===== src/rtl/interlock_pkg.sv =====
// Shared constants for the interlock read-response slice: register pages,
// page-3 indices, read FSM encoding and the coefficient word extractor.
package interlock_pkg;

    localparam logic [10:0] COEFF_PAGE  = 11'd2;
    localparam logic [10:0] STAT_PAGE   = 11'd3;

    localparam logic [4:0]  IDX_STATUS  = 5'd0;
    localparam logic [4:0]  IDX_TRIP_TS = 5'd1;
    localparam logic [4:0]  IDX_NOW     = 5'd2;
    localparam logic [4:0]  IDX_CNT     = 5'd3;

    typedef enum logic [1:0] {
        IDLE   = 2'd0,
        DECODE = 2'd1,
        RESP   = 2'd2
    } rd_state_t;

    function automatic logic [31:0] coeff_word(input logic [143:0] bus, input logic [2:0] k);
        return {14'd0, bus[int'(k) * 18 +: 18]};
    endfunction

endpackage


===== src/rtl/interlock_trip_latch.sv =====
// Rising-edge trip detector with sticky flag, first-trip timestamp and a
// saturating trip counter; a trip coinciding with clear wins over the clear.
module interlock_trip_latch
    import interlock_pkg::*;
#(
    parameter int TRIP_CNT_W = 16
)(
    input  logic                  trn_clk,
    input  logic                  pio_reset,
    input  logic                  rtn_out,
    input  logic                  clear,
    input  logic [31:0]           timestamp,
    output logic                  trip_sticky,
    output logic [31:0]           trip_ts,
    output logic [TRIP_CNT_W-1:0] trip_cnt
);

    logic rtn_prev;
    logic trip;

    assign trip = rtn_out & ~rtn_prev;

    always_ff @(posedge trn_clk) begin
        if (pio_reset) begin
            rtn_prev    <= 1'b0;
            trip_sticky <= 1'b0;
            trip_ts     <= '0;
            trip_cnt    <= '0;
        end else begin
            rtn_prev <= rtn_out;
            if (trip) begin
                trip_sticky <= 1'b1;
                // A clear in the same cycle restarts the count at this trip.
                if (clear)
                    trip_cnt <= TRIP_CNT_W'(1);
                else if (trip_cnt != {TRIP_CNT_W{1'b1}})
                    trip_cnt <= trip_cnt + TRIP_CNT_W'(1);
                if (!trip_sticky || clear)
                    trip_ts <= timestamp;
            end else if (clear) begin
                trip_sticky <= 1'b0;
                trip_cnt    <= '0;
            end
        end
    end

endmodule


===== src/rtl/interlock_rd_resp.sv =====
// Interlock register read responder: IDLE/DECODE/RESP handshake FSM over the
// status page and, with INTERLOCK_COEFF_RDBK_EN defined, coefficient readback.
module interlock_rd_resp
    import interlock_pkg::*;
#(
    parameter int          TRIP_CNT_W   = 16,
    parameter logic [31:0] UNMAPPED_VAL = 32'hFFFF_FFFF
)(
    input  logic         trn_clk,
    input  logic         pio_reset,
    input  logic [15:0]  reg_offset,
    input  logic         reg_rd_req,
    input  logic         reg_rd_ready,
    output logic [31:0]  reg_rd_data,
    output logic         reg_rd_valid,
    output logic         reg_rd_busy,
    input  logic [143:0] coeff_bus,
    input  logic         rtn_out,
    input  logic         stream_on
);

    rd_state_t             state, state_nxt;
    logic [15:0]           offset_q;
    logic                  clr_on_accept;
    logic [31:0]           ts_q;
    logic [31:0]           rd_mux;
    logic                  accept;
    logic                  trip_clear;
    logic                  trip_sticky;
    logic [31:0]           trip_ts;
    logic [TRIP_CNT_W-1:0] trip_cnt;
    logic [10:0]           page;
    logic [4:0]            idx;

    assign page        = offset_q[15:5];
    assign idx         = offset_q[4:0];
    assign accept      = reg_rd_valid & reg_rd_ready;
    assign trip_clear  = accept & clr_on_accept;
    assign reg_rd_busy = (state != IDLE);

    always_ff @(posedge trn_clk) begin
        if (pio_reset)
            state <= IDLE;
        else
            state <= state_nxt;
    end

    always_comb begin
        state_nxt = state;
        case (state)
            IDLE:    if (reg_rd_req) state_nxt = DECODE;
            DECODE:  state_nxt = RESP;
            RESP:    if (accept) state_nxt = IDLE;
            default: state_nxt = IDLE;
        endcase
    end

    always_comb begin
        rd_mux = UNMAPPED_VAL;
        if (page == STAT_PAGE) begin
            case (idx)
                IDX_STATUS:  rd_mux = {trip_sticky, stream_on, rtn_out, 5'b0, 24'(trip_cnt)};
                IDX_TRIP_TS: rd_mux = trip_ts;
                IDX_NOW:     rd_mux = ts_q;
                IDX_CNT:     rd_mux = 32'(trip_cnt);
                default:     rd_mux = UNMAPPED_VAL;
            endcase
        end
`ifdef INTERLOCK_COEFF_RDBK_EN
        else if (page == COEFF_PAGE && offset_q[4:3] == 2'b00) begin
            rd_mux = coeff_word(coeff_bus, offset_q[2:0]);
        end
`endif
    end

`ifndef INTERLOCK_COEFF_RDBK_EN
    logic unused_coeff;
    assign unused_coeff = ^coeff_bus;
`endif

    // Response data is a snapshot taken in DECODE; valid follows one cycle later.
    always_ff @(posedge trn_clk) begin
        if (pio_reset) begin
            offset_q      <= '0;
            clr_on_accept <= 1'b0;
            reg_rd_data   <= '0;
            reg_rd_valid  <= 1'b0;
            ts_q          <= '0;
        end else begin
            ts_q <= stream_on ? ts_q + 32'd1 : 32'd0;
            if (state == IDLE && reg_rd_req)
                offset_q <= reg_offset;
            if (state == DECODE) begin
                reg_rd_data   <= rd_mux;
                clr_on_accept <= (page == STAT_PAGE) && (idx == IDX_STATUS);
            end
            if (accept)
                reg_rd_valid <= 1'b0;
            else if (state == RESP)
                reg_rd_valid <= 1'b1;
        end
    end

    interlock_trip_latch #(
        .TRIP_CNT_W (TRIP_CNT_W)
    ) u_trip_latch (
        .trn_clk     (trn_clk),
        .pio_reset   (pio_reset),
        .rtn_out     (rtn_out),
        .clear       (trip_clear),
        .timestamp   (ts_q),
        .trip_sticky (trip_sticky),
        .trip_ts     (trip_ts),
        .trip_cnt    (trip_cnt)
    );

endmodule


===== config.mk =====
export PLATFORM = sky130hd
export DESIGN_NAME = interlock_rd_resp
export DESIGN_NICKNAME = d
export VERILOG_FILES = /design/src/rtl/interlock_pkg.sv /design/src/rtl/interlock_trip_latch.sv /design/src/rtl/interlock_rd_resp.sv
export SDC_FILE = /design/constraint.sdc
export NUM_CORES = 1
export LEC_CHECK = 0
export CORE_MARGIN = 3
export CORE_UTILIZATION = 39
export CTS_CLUSTER_SIZE = 16
export DETAILED_ROUTE_END_ITERATION = 8
export PLACE_DENSITY = 0.71
export SETUP_SLACK_MARGIN = 0.2
export SLEW_MARGIN = 10
export SYNTH_ARGS = -nofsm -noshare
export SYNTH_HDL_FRONTEND = slang
export SYNTH_SLANG_ARGS = --single-unit

===== constraint.sdc =====
create_clock -name trn_clk -period 2.04 [get_ports trn_clk]
set_input_delay 0.408 -clock trn_clk [delete_from_list [all_inputs] [get_ports trn_clk]]
set_output_delay 0.408 -clock trn_clk [all_outputs]
set_load 0.005 [all_outputs]

# After elaboration in Yosys (flattened, before gate mapping)

Cells that the tools add are included.

Word-level logic and storage cells: 51
Output and inout port bits: 34
Bits of input ports: 166
Flip-flop bits (word level): 134

Bitwise gates (word level): 5
Reduce and logical (&&, ||, !) cells: 14
Add/subtract/negate cells: 2
Equal/unequal tests: 9
Mux-type cells: 11

Operator list:

| operator                                                         | count |
|---|---|
| 32-bit case mux with 4 select lines                              | 1 |
| 16-bit 2-to-1 mux                                                | 4 |
| 32-bit by 1-bit adder with 32-bit output, second input constant  | 1 |
| 32-bit 2-to-1 mux                                                | 1 |
| 16-bit by 1-bit adder with 16-bit output, second input constant  | 1 |
| 16-bit inequality test, second input constant                    | 1 |
| 11-bit by 2-bit == test with 1-bit output, second input constant | 1 |
| 5-bit by 2-bit == test with 1-bit output, second input constant  | 2 |
| 2-bit case mux with 3 select lines                               | 1 |
| 2-bit AND reduction                                              | 3 |
| 2-bit nonzero test                                               | 3 |
| 5-bit by 1-bit == test with 1-bit output, second input constant  | 1 |
| 5-bit logical NOT                                                | 1 |
| 2-bit 2-to-1 mux                                                 | 2 |
| 2-bit inequality test, second input constant                     | 2 |
| 2-bit OR reduction                                               | 2 |
| 1-bit bitwise AND                                                | 3 |
| 2-bit by 1-bit == test with 1-bit output, second input constant  | 1 |
| 2-bit == test, second input constant                             | 1 |
| 1-bit logical AND                                                | 2 |
| 2-bit logical NOT                                                | 1 |
| 1-bit 2-to-1 mux                                                 | 2 |
| 1-bit NOT                                                        | 2 |
| 1-bit logical NOT                                                | 1 |
| 1-bit logical OR                                                 | 1 |

# Depth between registers and ports, before layout

Gate-level depths: netlist of the first run.

Depth after elaboration: 4
Mapped depth: 7
Gate-level depth less buffers: 5

# Modules after synthesis

From an unflattened synthesis of the first run, not the netlist that was laid out.

Cell total of the unflattened synthesis: 752
Area total of the unflattened synthesis: 6072.1 um2

By module, submodules not included:

| module               | area an instance (um2) | cells each | seq. area each (um2) | times used |
|---|---|---|---|---|
| interlock_rd_resp    | 4027.6                 | 505        | 1681.6               | 1 |
| interlock_trip_latch | 2044.5                 | 247        | 1001.0               | 1 |

# Worst setup path before layout of the first run

No wires, ideal clock.

Path type: register to register
Start point: register u_trip_latch.trip_cnt[0]
End point: register u_trip_latch.trip_cnt[12]
Setup slack: 0.101 ns
Buffers on the path: 1
Clock period less this slack: 1.939 ns
Cell stages (with the launch flop): 7
Arrival time: 1.823 ns
Library setup time: 0.116 ns
Required time: 1.924 ns
Cells stage by stage: dfxtp_1 > ha_1 > clkbuf_1 > nand2_1 > or3_1 > or4_1 > o211a_1

Longest elaborated chain between the ends: 4
Elaborated cells on any way between the ends: 7
Those cells by class: add/sub (1); eq/ne (1); mux (3); reduce/logical (2)

RTL lines:

| item                                     | RTL line                   | source |
|---|---|---|
| start: declaration                       | interlock_trip_latch.sv:15 | `output logic [TRIP_CNT_W-1:0] trip_cnt` |
| start signal: assignment                 | interlock_trip_latch.sv:37 | `trip_cnt <= trip_cnt + TRIP_CNT_W'(1);` |
| 16-bit by 1-bit adder with 16-bit output | interlock_trip_latch.sv:37 |  |
| 16-bit 2-to-1 mux                        | interlock_trip_latch.sv:36 | `else if (trip_cnt != {TRIP_CNT_W{1'b1}})` |
| 16-bit 2-to-1 mux                        | interlock_trip_latch.sv:34 | `if (clear)` |
| 16-bit 2-to-1 mux                        | interlock_trip_latch.sv:31 | `if (trip) begin` |

Parallel ways exist; a longest one is shown, timed or not. The select of a mux whose other input is x is not followed.
A chain may end at the register's enable or synchronous reset.

# Final worst setup path of the first run

Start point: register ts_q[9]
End point: register ts_q[28]

Longest elaborated chain between the ends: 1

RTL lines:

| item                                     | RTL line                | source |
|---|---|---|
| start: declaration                       | interlock_rd_resp.sv:25 | `logic [31:0] ts_q;` |
| start signal: assignment                 | interlock_rd_resp.sv:90 | `ts_q <= stream_on ? ts_q + 32'd1 : 32'd0;` |
| 32-bit by 1-bit adder with 32-bit output | interlock_rd_resp.sv:90 |  |

No other way between the ends.

==> run_results.csv, run 1 <==
group,metric,value,unit
sta,fmax,520,MHz
sta,worst_slew_pin_slew,566,ps
sta,drv_slew,0,
sta,setup_viol,0,
power,irDropWorstVdd,529,uV
worst_setup_path,crit_required,2380,ps
finish,finalNetCount,939,
grt,grt_max_degree,45,
finish,n_antenna_cell,0,
detailed_routing,postRouteAntennaNets,0,
worst_setup_path,worstSetupEndpointType,"flip-flop",
sta,period_needed,1920,ps
finish,drive_above_1_share,0.157,
grt,grt_usage,0.194,
sta,finalCritPeriodShare,0.943,
die,core_area,0.0141,mm^2
cts,cts_tree,"built",
synthesis,synth_nets,856,
detailed_routing,met3RoutedLength,1.11,mm
synthesis,syn_inst,688,
detailed_routing,wirelength,15.7,mm
power,swShare,0.224,
worst_setup_path,crit_family,"simple AND/OR/NAND/NOR gates",
cts,cts-root-buf,"clkbuf_16",
die,dieArea,0.0162,mm^2
power,pwr-share-seq,0.446,
detailed_routing,vias,5607,
placement,gp_congestion,0.877,
worst_setup_path,critPathSlowestCell,"or4_4",
worst_setup_path,ff2ff_path_depth,5,
cts,cts.clk_slew.worst_paths,50,ps
detailed_routing,first_pass_iters,7,
grt,grt_antenna_before_repair,0,
finish,instances_no_fill,961,
die,rows,43,
cts,cts_sinks,134,
worst_setup_path,r2r-end,"ts_q[28]",
finish,final_cell_area,0.00748,mm^2
hold_path,min_to,"u_trip_latch.trip_ts[29]",
die,io_pins,200,
outcome,outcome,"finished clean",
synthesis,synth_cell_type_count,48,
detailed_routing,via_per_inst,5.83,
hold_path,hp-start,"pio_reset",
cts,htree_levels,4,
die,die_w,127,um
power,combPwrFrac,0.089,
sta,fin_tns_setup,0,ps
worst_setup_path,start_kind,"flip-flop",
power,clockPowerShare,0.464,
synthesis,synth.cell_area,0.00573,mm^2
synthesis,synthArstFlopShare,0,
cts,clkLatencyLatePin,410,ps
detailed_routing,drc,0,
detailed_routing,routedLengthMet1,7.08,mm
synthesis,yosysSeqAreaShare,0.468,
power,p_switching,1390,uW
power,finalPower,6190,uW
worst_setup_path,critPathMaxFanout,6,
die,die_h,127,um
synthesis,syn_area_per_cell,8.33,um^2
worst_setup_path,slowest_delay,570,ps
power,p_leak,0.00249,uW
sta,finalClockSkew,7.94,ps
grt,grt-ovfl-total,0,
worst_setup_path,rrSetupSlack,120,ps
worst_setup_path,cp_num_buf_inv,1,
power,power.internal,4800,uW
grt,grt_pass1_vias,5205,
sta,slew_headroom,0.620,
synthesis,synth-edff-count,0,
detailed_routing,drtIter0Drc,709,
hold_path,min_path_cells,2,
sta,rsz0062_at_grt,"yes",
placement,numPortBuffers,55,
cts,clockBufferDepth,2,
hold_path,hold_class,"in2reg",
worst_setup_path,crit_arrival,2260,ps
detailed_routing,highest_layer,"met4",
grt,grt_pass1_wl,25.6,mm
worst_setup_path,worst_r2r_startpoint,"ts_q[9]",
sta,hold_viol,0,
cts,numCtsBuffers,17,
detailed_routing,wl_per_cell,16.4,um
synthesis,synth-warning-count,0,
synthesis,synth-seq-cells,134,
placement,dpl_cell_area,0.00671,mm^2
die,start_util,0.405,
flow_run,maxCapViolations,0,
worst_setup_path,worst-setup-path-type,"reg2reg",
detailed_routing,wl_met2,7.18,mm
placement,hpwlAfterDp,10.2,mm
finish,area_delta_synth_final,30.6,%
finish,final_core_util,0.529,
power,power_density,827,mW/mm^2
placement,dpl.cell_count,917,
synthesis,synthFlopType,"dfxtp_1",
worst_setup_path,crit_chain,"nand4_1, buf_4, or4_4, or4_1, a21oi_2",
==> layout make-up <==
class,count,area (um^2)
repair buffers,114,1070
flip-flops and latches,134,2710
inverters,9,33.8
clock buffers,24,472
multi-input cells,495,2890
fillers,1302,6670
well taps,180,225
clock inverters,5,75.1
==> power groups by stage <==
stage	registers [uW]	logic (uW)	clock network, uW
2_1_floorplan	2810	267	0
3_3_place_gp	2810	519	0
3_5_place_dp	2820	530	0
4_1_cts	2760	533	2910
5_1_grt	2770	603	3040
6_report	2760	552	2870
==> cell usage after synthesis, drive strengths merged, types with 8 or more instances <==
cell type	instances	area [um^2]
dfxtp	134	2680
nand2	127	477
a21oi	75	375
nor2	55	206
clkbuf	41	154
a211oi	31	233
nand4	20	125
a222oi	16	160
a22oi	16	120
nand3	16	80.1
or4	15	116
buf	11	66.3
o31ai	11	82.6
inv	9	33.8
o21ai	9	45.0
or3	9	56.3
nor3	8	40.0
o311ai	8	70.1
xor2	8	70.1
==> cell usage in the layout, fill, tap and decap left out, types with 11 or more instances in the layout <==
master           Yosys  layout
nand2_1            127     126
dfxtp_1            134     119
a21oi_1             75      72
nor2_1              55      54
clkdlybuf4s50_1      0      53
buf_4                2      51
a211oi_1            31      30
nand4_1             20      20
clkbuf_16            0      18
nand3_1             16      16
a222oi_1            16      16
a22oi_1             16      14
or4_1               14      13
o31ai_1             11      11
==> worst register-to-register path: stages, from the launching register on <==
cell and delay (ps):
dfxtp_2 330, nand4_1 130, buf_4 180, or4_4 580, or4_1 510, a21oi_2 150
==> stage by stage <==
step                      hold WS (ps)  worst slack (ps)
after floorplan                    431               204
after global placement             438              19.4
after detailed placement           443             -21.6
after CTS                          311               155
after global routing               347              61.2
final                              331               116
==> state kept, by name, indices dropped and copies added (netlist names) <==
register and cells:
clr_on_accept 1, offset_q 16, reg_rd_data 32, reg_rd_valid 1, state 2, ts_q 32, u_trip_latch.rtn_prev 1, u_trip_latch.trip_cnt 16
u_trip_latch.trip_sticky 1, u_trip_latch.trip_ts 32
==> cells by family (layout without fill, tap and decap cells) <==
family | count (synthesis) | count (layout) | synth area share
fa+ha+maj | 2 | 2 | 0.00437
buf+inv | 61 | 152 | 0.0443
mux | 3 | 3 | 0.00524
compound gates | 183 | 183 | 0.215
xor+xnor | 12 | 12 | 0.0183
simple gates | 293 | 295 | 0.245
flops | 134 | 134 | 0.468
==> worst max path at each step <==
stage	from	to	slack (ps)	depth (start not counted)
after detailed placement	rtn_out	u_trip_latch.trip_cnt[9]	-20	5
final	ts_q[9]	ts_q[28]	120	5
after global placement	rtn_out	u_trip_latch.trip_cnt[9]	20	5
after floorplan	ts_q[12]	ts_q[28]	200	6
after CTS	ts_q[12]	ts_q[21]	160	5
after global routing	ts_q[8]	ts_q[28]	60	5
==> layer usage <==
metal / global-route usage / vias to the layer above
met5: 0 / -
met4: 0.0782 / 0
met3: 0.0410 / 28
met2: 0.300 / 220
met1: 0.264 / 2661
li1: - / 2698
==> what timing repair did <==
action                                  4_1_cts  5_1_grt
setup buffers                                 4        7
cloned                                        2        2
hold buffers                                  0        0
gates resized for setup                      13       27
endpoints found under the hold margin         0        0
endpoints found under the setup margin       13       35
pin swaps                                     8       35
No activity file was read; power rests on OpenSTA's default activity.
==> inputs of run 2 (changes only) <==
--- a/config.mk
+++ b/config.mk
@@ -7,11 +7,13 @@
 export LEC_CHECK = 0
 export CORE_MARGIN = 3
 export CORE_UTILIZATION = 39
+export CTS_CLUSTER_DIAMETER = 200
 export CTS_CLUSTER_SIZE = 16
 export DETAILED_ROUTE_END_ITERATION = 8
-export PLACE_DENSITY = 0.71
+export PLACE_DENSITY = 0.7
 export SETUP_SLACK_MARGIN = 0.2
 export SLEW_MARGIN = 10
 export SYNTH_ARGS = -nofsm -noshare
 export SYNTH_HDL_FRONTEND = slang
+export SYNTH_HIERARCHICAL = 1
 export SYNTH_SLANG_ARGS = --single-unit
==> run 2 against run 1 <==
Sequential power hardly changed. Combinational power rose by 14%. Largest power group unchanged. Register-to-register slack improved by 80 ps. Critical path depth is the same. Critical endpoint is now ts_q[30]. Clock-buffer cell count decreased by 4. Sequential share of layout area down 2.0 points. Setup slack improved by 82 ps. Critical path type unchanged.
==> run_results.csv, run 2 <==
group,metric,value,unit
outcome,outcome,"finished clean",
sta,worst_slew_pin_slew,547,ps
synthesis,synth-warning-count,6,
cts,cts_sinks,134,
finish,n_antenna_cell,0,
worst_setup_path,slowest_delay,520,ps
worst_setup_path,crit_family,"simple AND/OR/NAND/NOR gates",
die,dieArea,0.0171,mm^2
synthesis,yosysSeqAreaShare,0.442,
die,die_w,131,um
detailed_routing,wl_per_cell,15.0,um
worst_setup_path,crit_required,2390,ps
synthesis,synth_nets,920,
power,power_density,805,mW/mm^2
detailed_routing,postRouteAntennaNets,0,
synthesis,yosys-top-cells-count,"138 x nand2_1, 134 x dfxtp_1, 93 x a21oi_1",
power,pwr-share-seq,0.436,
synthesis,synth-edff-count,0,
worst_setup_path,crit_chain,"ha_4, nand4_4, or4_4, or4_4, a21oi_2",
finish,fill_cells,1358,
grt,grt-ovfl-total,0,
flow_run,maxCapViolations,0,
cts,clockBufferDepth,2,
grt,grt_pass1_wl,26.0,mm
cts,cts.clk_slew.worst_paths,60,ps
placement,numPortBuffers,55,
synthesis,synthTopCellsByArea,"dfxtp_1 44%, nand2_1 8.5%, a21oi_1 7.7%",
synthesis,synth-seq-cells,134,
finish,top_regs,"reg_rd_data: 32 flops, ts_q: 32 flops, u_trip_latch/trip_ts: 32 flops",
die,io_pins,200,
placement,dpl_cell_area,0.00714,mm^2
synthesis,synth_cell_type_count,54,
synthesis,yosys.cell_count.top_type,"nand2_1",
worst_setup_path,critPathMaxFanout,7,
synthesis,synthFlopType,"dfxtp_1",
grt,grt_max_degree,59,
worst_setup_path,start_kind,"flip-flop",
detailed_routing,wirelength,15.5,mm
sta,hold_viol,0,
finish,final_cell_mix,"138 x nand2_1, 124 x dfxtp_1, 87 x a21oi_1",
cts,numCtsBuffers,17,
sta,fmax,543,MHz
power,p_leak,0.00256,uW
grt,grt_usage,0.188,
grt,grt_pass1_vias,5341,
detailed_routing,vias,5771,
power,swShare,0.232,
finish,drive_above_1_share,0.161,
synthesis,syn_inst,752,
power,finalPower,6330,uW
worst_setup_path,crit_arrival,2190,ps
hold_path,hold_class,"in2reg",
finish,area_delta_synth_final,29.6,%
synthesis,synth_top_cell_area_share,0.442,
detailed_routing,via_per_inst,5.61,
sta,hold_ws,440,ps
detailed_routing,drtIter0Drc,520,
die,start_util,0.409,
power,irDropWorstVdd,615,uV
grt,grt_antenna_before_repair,0,
finish,layout_commonest_cell,"nand2_1",
detailed_routing,drc,0,
synthesis,syn_area_per_cell,8.07,um^2
die,rows,44,
sta,slew_headroom,0.634,
sta,finalCritPeriodShare,0.903,
power,p_switching,1470,uW
synthesis,synthArstFlopShare,0,
worst_setup_path,cp_num_buf_inv,0,
worst_setup_path,critPathSlowestCell,"or4_4",
sta,fin_tns_setup,0,ps
sta,drv_slew,0,
sta,period_needed,1840,ps
detailed_routing,first_pass_iters,5,
die,core_area,0.0149,mm^2
die,die_h,131,um
power,combPwrFrac,0.100,
synthesis,yosysTopAreaCell,"dfxtp_1",
worst_setup_path,cpMostUsedCell,"or4_4",
worst_setup_path,rrSetupSlack,200,ps
cts,cts_tree,"built",
worst_setup_path,worstSetupEndpointType,"flip-flop",
finish,finalNetCount,1003,
sta,finalClockSkew,6.53,ps
power,power.internal,4860,uW
sta,setup_viol,0,
synthesis,synth.cell_area,0.00607,mm^2
finish,final_cell_area,0.00787,mm^2
placement,hpwlAfterDp,10.4,mm
sta,rsz0062_at_grt,"yes",
cts,htree_levels,4,
cts,clkLatencyLatePin,420,ps
power,clockPowerShare,0.465,
cts,cts-root-buf,"clkbuf_16",
worst_setup_path,worst-setup-path-type,"reg2reg",
placement,gp_congestion,0.864,
run 2: logic make-up after synthesis:
kind of cell             share of synthesized area
flip-flops                                   0.442
AND/OR/NAND/NOR                              0.277
adder cells (fa/ha/maj)                    0.00412
buffers and inverters                       0.0431
AO/OA/AOI/OAI                                0.205
multiplexers                                0.0132
XOR/XNOR                                    0.0159
run 2: per-stage QoR:
stage | setup WS, ps | utilization | std cells
detailed placement | -8.29 | 0.480 | 994
finish | 198 | 0.529 | 1029
floorplan | 221 | - | 752
CTS | 97.0 | 0.523 | 1028
global placement | -37.4 | 0.480 | 994
global route | 123 | 0.529 | 1029
run 2: worst paths after layout:
check / startpoint / endpoint / depth (start not counted)
hold reg to reg: offset_q[6] / offset_q[6] / 2
setup / recovery: ts_q[0] / ts_q[30] / 5
setup reg to reg: ts_q[0] / ts_q[30] / 5
hold / removal: pio_reset / reg_rd_data[14] / 2
run 2: cell type report:
| cell class | count | area (um^2) | area share |
|---|---|---|---|
| well taps | 184 | 230 | 0.0293 |
| repair buffers | 117 | 1080 | 0.138 |
| clock buffers | 20 | 467 | 0.0593 |
| multi-input cells | 552 | 3240 | 0.411 |
| inverters | 13 | 48.8 | 0.00620 |
| flip-flops and latches | 134 | 2700 | 0.343 |
| clock inverters | 9 | 104 | 0.0132 |
run 2: power by group through the flow:
stage,Clock (uW),Combinational (uW),Sequential [uW]
after floorplan,0,323,2810
after global placement,0,625,2810
after detailed placement,0,630,2810
after CTS,3000,634,2760
after global routing,3100,699,2770
final,2940,630,2760
run 2: per-layer routing:
metal  track usage  vias up  part of all wire
met1         0.253     2722              0.47
li1              -     2896                 -
met3        0.0390       22             0.038
met4        0.0690        0             0.016
met2         0.298      131              0.48
met5             0        -                 0
run 2: timing repair:
item                       in CTS  in global routing
pin swaps                       5                  6
setup endpoints to repair       5                 24
buffers inserted                5                  1
gates resized for setup         7                 26
gates cloned                    0                  0
hold buffers                    0                  0
==> inputs of run 3 (changes only) <==
--- a/config.mk
+++ b/config.mk
@@ -10,7 +10,7 @@
 export CTS_CLUSTER_DIAMETER = 200
 export CTS_CLUSTER_SIZE = 16
 export DETAILED_ROUTE_END_ITERATION = 8
-export PLACE_DENSITY = 0.7
+export PLACE_DENSITY = 0.68
 export SETUP_SLACK_MARGIN = 0.2
 export SLEW_MARGIN = 10
 export SYNTH_ARGS = -nofsm -noshare
==> constraint.sdc (replaced) <==
create_clock -name trn_clk -period 1.99 [get_ports trn_clk]
set_input_delay 0.398 -clock trn_clk [delete_from_list [all_inputs] [get_ports trn_clk]]
set_output_delay 0.398 -clock trn_clk [all_outputs]
set_load 0.005 [all_outputs]
==> run 3 against run 2 <==
Final area increased by 0.27%. Clock skew shrank 0.92 ps. Non-clock buffer count is 2 higher. Hold slack got worse by 11 ps. Highest routed layer unchanged.
==> run_results.csv, run 3 (synthesized netlist as in run 2, its figures left out) <==
group,metric,value,unit
outcome,outcome,"finished clean",
placement,dpl_cell_area,0.00719,mm^2
sta,setup_ws,141,ps
worst_setup_path,critPathMaxFanout,8,
sta,hold_ws,429,ps
sta,fin_tns_setup,0,ps
finish,top_regs,"reg_rd_data: 32 flops, ts_q: 32 flops, u_trip_latch/trip_ts: 32 flops",
worst_setup_path,worstSetupEndpointType,"flip-flop",
finish,layout_commonest_cell,"nand2_1",
die,io_pins,200,
power,p_switching,1570,uW
sta,period_needed,1850,ps
sta,slew_headroom,0.636,
finish,multi_input_area,0.00323,mm^2
power,irDropWorstVdd,642,uV
hold_path,min_to,"reg_rd_valid",
worst_setup_path,rrSetupSlack,140,ps
die,start_util,0.409,
grt,grt_usage,0.195,
sta,hold_viol,0,
die,core_area,0.0149,mm^2
grt,grt-ovfl-total,0,
cts,clockBufferDepth,2,
detailed_routing,via_per_inst,5.57,
sta,drv_slew,0,
die,die_w,131,um
worst_setup_path,crit_start,"ts_q[1]",
placement,dpl.cell_count,997,
finish,fill_cells,1385,
detailed_routing,wirelength,16.5,mm
finish,final_cell_mix,"138 x nand2_1, 129 x dfxtp_1, 91 x a21oi_1",
worst_setup_path,crit_arrival,2200,ps
detailed_routing,vias,5758,
detailed_routing,drtIter0Drc,342,
cts,htree_levels,4,
grt,grt_pass1_vias,5235,
hold_path,min_path_cells,2,
grt,grt_antenna_before_repair,0,
detailed_routing,first_pass_iters,5,
grt,grt_max_degree,54,
finish,n_antenna_cell,0,
power,swShare,0.241,
hold_path,hold_class,"in2reg",
finish,drive_above_1_share,0.151,
finish,finalNetCount,1005,
placement,gp_congestion,0.812,
sta,fmax,541,MHz
detailed_routing,postRouteAntennaNets,0,
power,pwr-share-seq,0.434,
power,combPwrFrac,0.101,
detailed_routing,wl_per_cell,15.9,um
cts,clkLatencyLatePin,420,ps
cts,cts-root-buf,"clkbuf_16",
sta,finalCritPeriodShare,0.929,
die,die_h,131,um
power,clockPowerShare,0.465,
sta,setup_viol,0,
die,dieArea,0.0171,mm^2
detailed_routing,drc,0,
placement,numPortBuffers,55,
power,power.internal,4940,uW
cts,cts.clk_slew.worst_paths,60,ps
placement,hpwlAfterDp,11.1,mm
worst_setup_path,ff2ff_path_depth,5,
grt,grt_pass1_wl,26.4,mm
finish,final_cell_area,0.00789,mm^2
cts,cts_tree,"built",
placement,dpl_worst_slack,-166,ps
sta,rsz0062_at_grt,"yes",
power,p_leak,0.00259,uW
worst_setup_path,crit_required,2340,ps
worst_setup_path,start_kind,"flip-flop",
finish,instances_no_fill,1034,
worst_setup_path,worst-setup-path-type,"reg2reg",
cts,numCtsBuffers,17,
hold_path,hp-start,"pio_reset",
sta,worst_slew_pin_slew,544,ps
finish,area_delta_synth_final,30.0,%
die,rows,44,
flow_run,maxCapViolations,0,
cts,cts_sinks,134,
worst_setup_path,worst_r2r_startpoint,"ts_q[1]",
finish,seqCellArea,0.00270,mm^2
sta,finalClockSkew,5.61,ps
worst_setup_path,r2r-end,"ts_q[26]",
power,power_density,825,mW/mm^2
[run 3: cell types whose count changed in the layout (fill, tap and decap cells not counted), moves of 2 or more]
cell / before / now
a21oi_1: 87 / 91
a21oi_2: 6 / 2
clkbuf_8: 3 / 1
clkinvlp_4: 2 / 5
dfxtp_1: 124 / 129
dfxtp_2: 8 / 2
nor4_1: 12 / 10
nor4_2: 2 / 4
o21ai_0: 12 / 9
o21ai_1: 0 / 3
or4_1: 12 / 15
or4_4: 4 / 1
[run 3: how the worst max path moves through the flow]
stage                                      to  cells after the start
floorplan                            ts_q[22]                      5
global placement    u_trip_latch/trip_cnt[15]                      5
detailed placement  u_trip_latch/trip_cnt[15]                      5
CTS                                  ts_q[26]                      5
global route                         ts_q[16]                      6
finish                               ts_q[26]                      5
[run 3: area by class of cell]
type                            instances  share of cell area
Multi-Input combinational cell        552               0.409
Timing Repair Buffer                  119               0.141
Sequential cell                       134               0.342
Tap cell                              184              0.0292
Clock buffer                           19              0.0561
Inverter                               13             0.00618
Clock inverter                         13              0.0166
[run 3: critical path, cell delays in order (launching register included)]
cell	delay, ps
dfxtp_4	350
ha_4	160
nand4_4	100
or4_4	550
or4_1	490
a21oi_1	120
[run 3: per-layer routing]
| metal | part of all wire | wire [um] | track usage | vias up |
|---|---|---|---|---|
| met1 | 0.47 | 7740 | 0.259 | 2727 |
| met2 | 0.46 | 7660 | 0.306 | 114 |
| met4 | 0.019 | 319 | 0.0714 | 0 |
| li1 | - | - | - | 2896 |
| met3 | 0.047 | 772 | 0.0496 | 21 |
| met5 | 0 | 0 | 0 | - |
[run 3: what timing repair did]
item,in CTS,in global routing
resized for setup,5,19
setup buffers,3,0
gates cloned,0,2
setup endpoints to repair,12,28
hold endpoints to repair,0,0
pin swaps,4,3
hold buffers,0,0
[run 3: power by group through the flow]
stage                     registers, uW  logic, uW  clock network, uW
after global routing               2830        729               3210
after floorplan                    2880        331                  0
after detailed placement           2880        655                  0
after CTS                          2820        660               3080
after global placement             2880        652                  0
final                              2830        659               3030
[run 3: per-stage QoR]
step | power (uW) | utilization
6_report | 6510 | 0.531
5_1_grt | 6770 | 0.531
4_1_cts | 6570 | 0.524
3_5_place_dp | 3540 | 0.483
3_3_place_gp | 3530 | 0.483
2_1_floorplan | 3210 | -
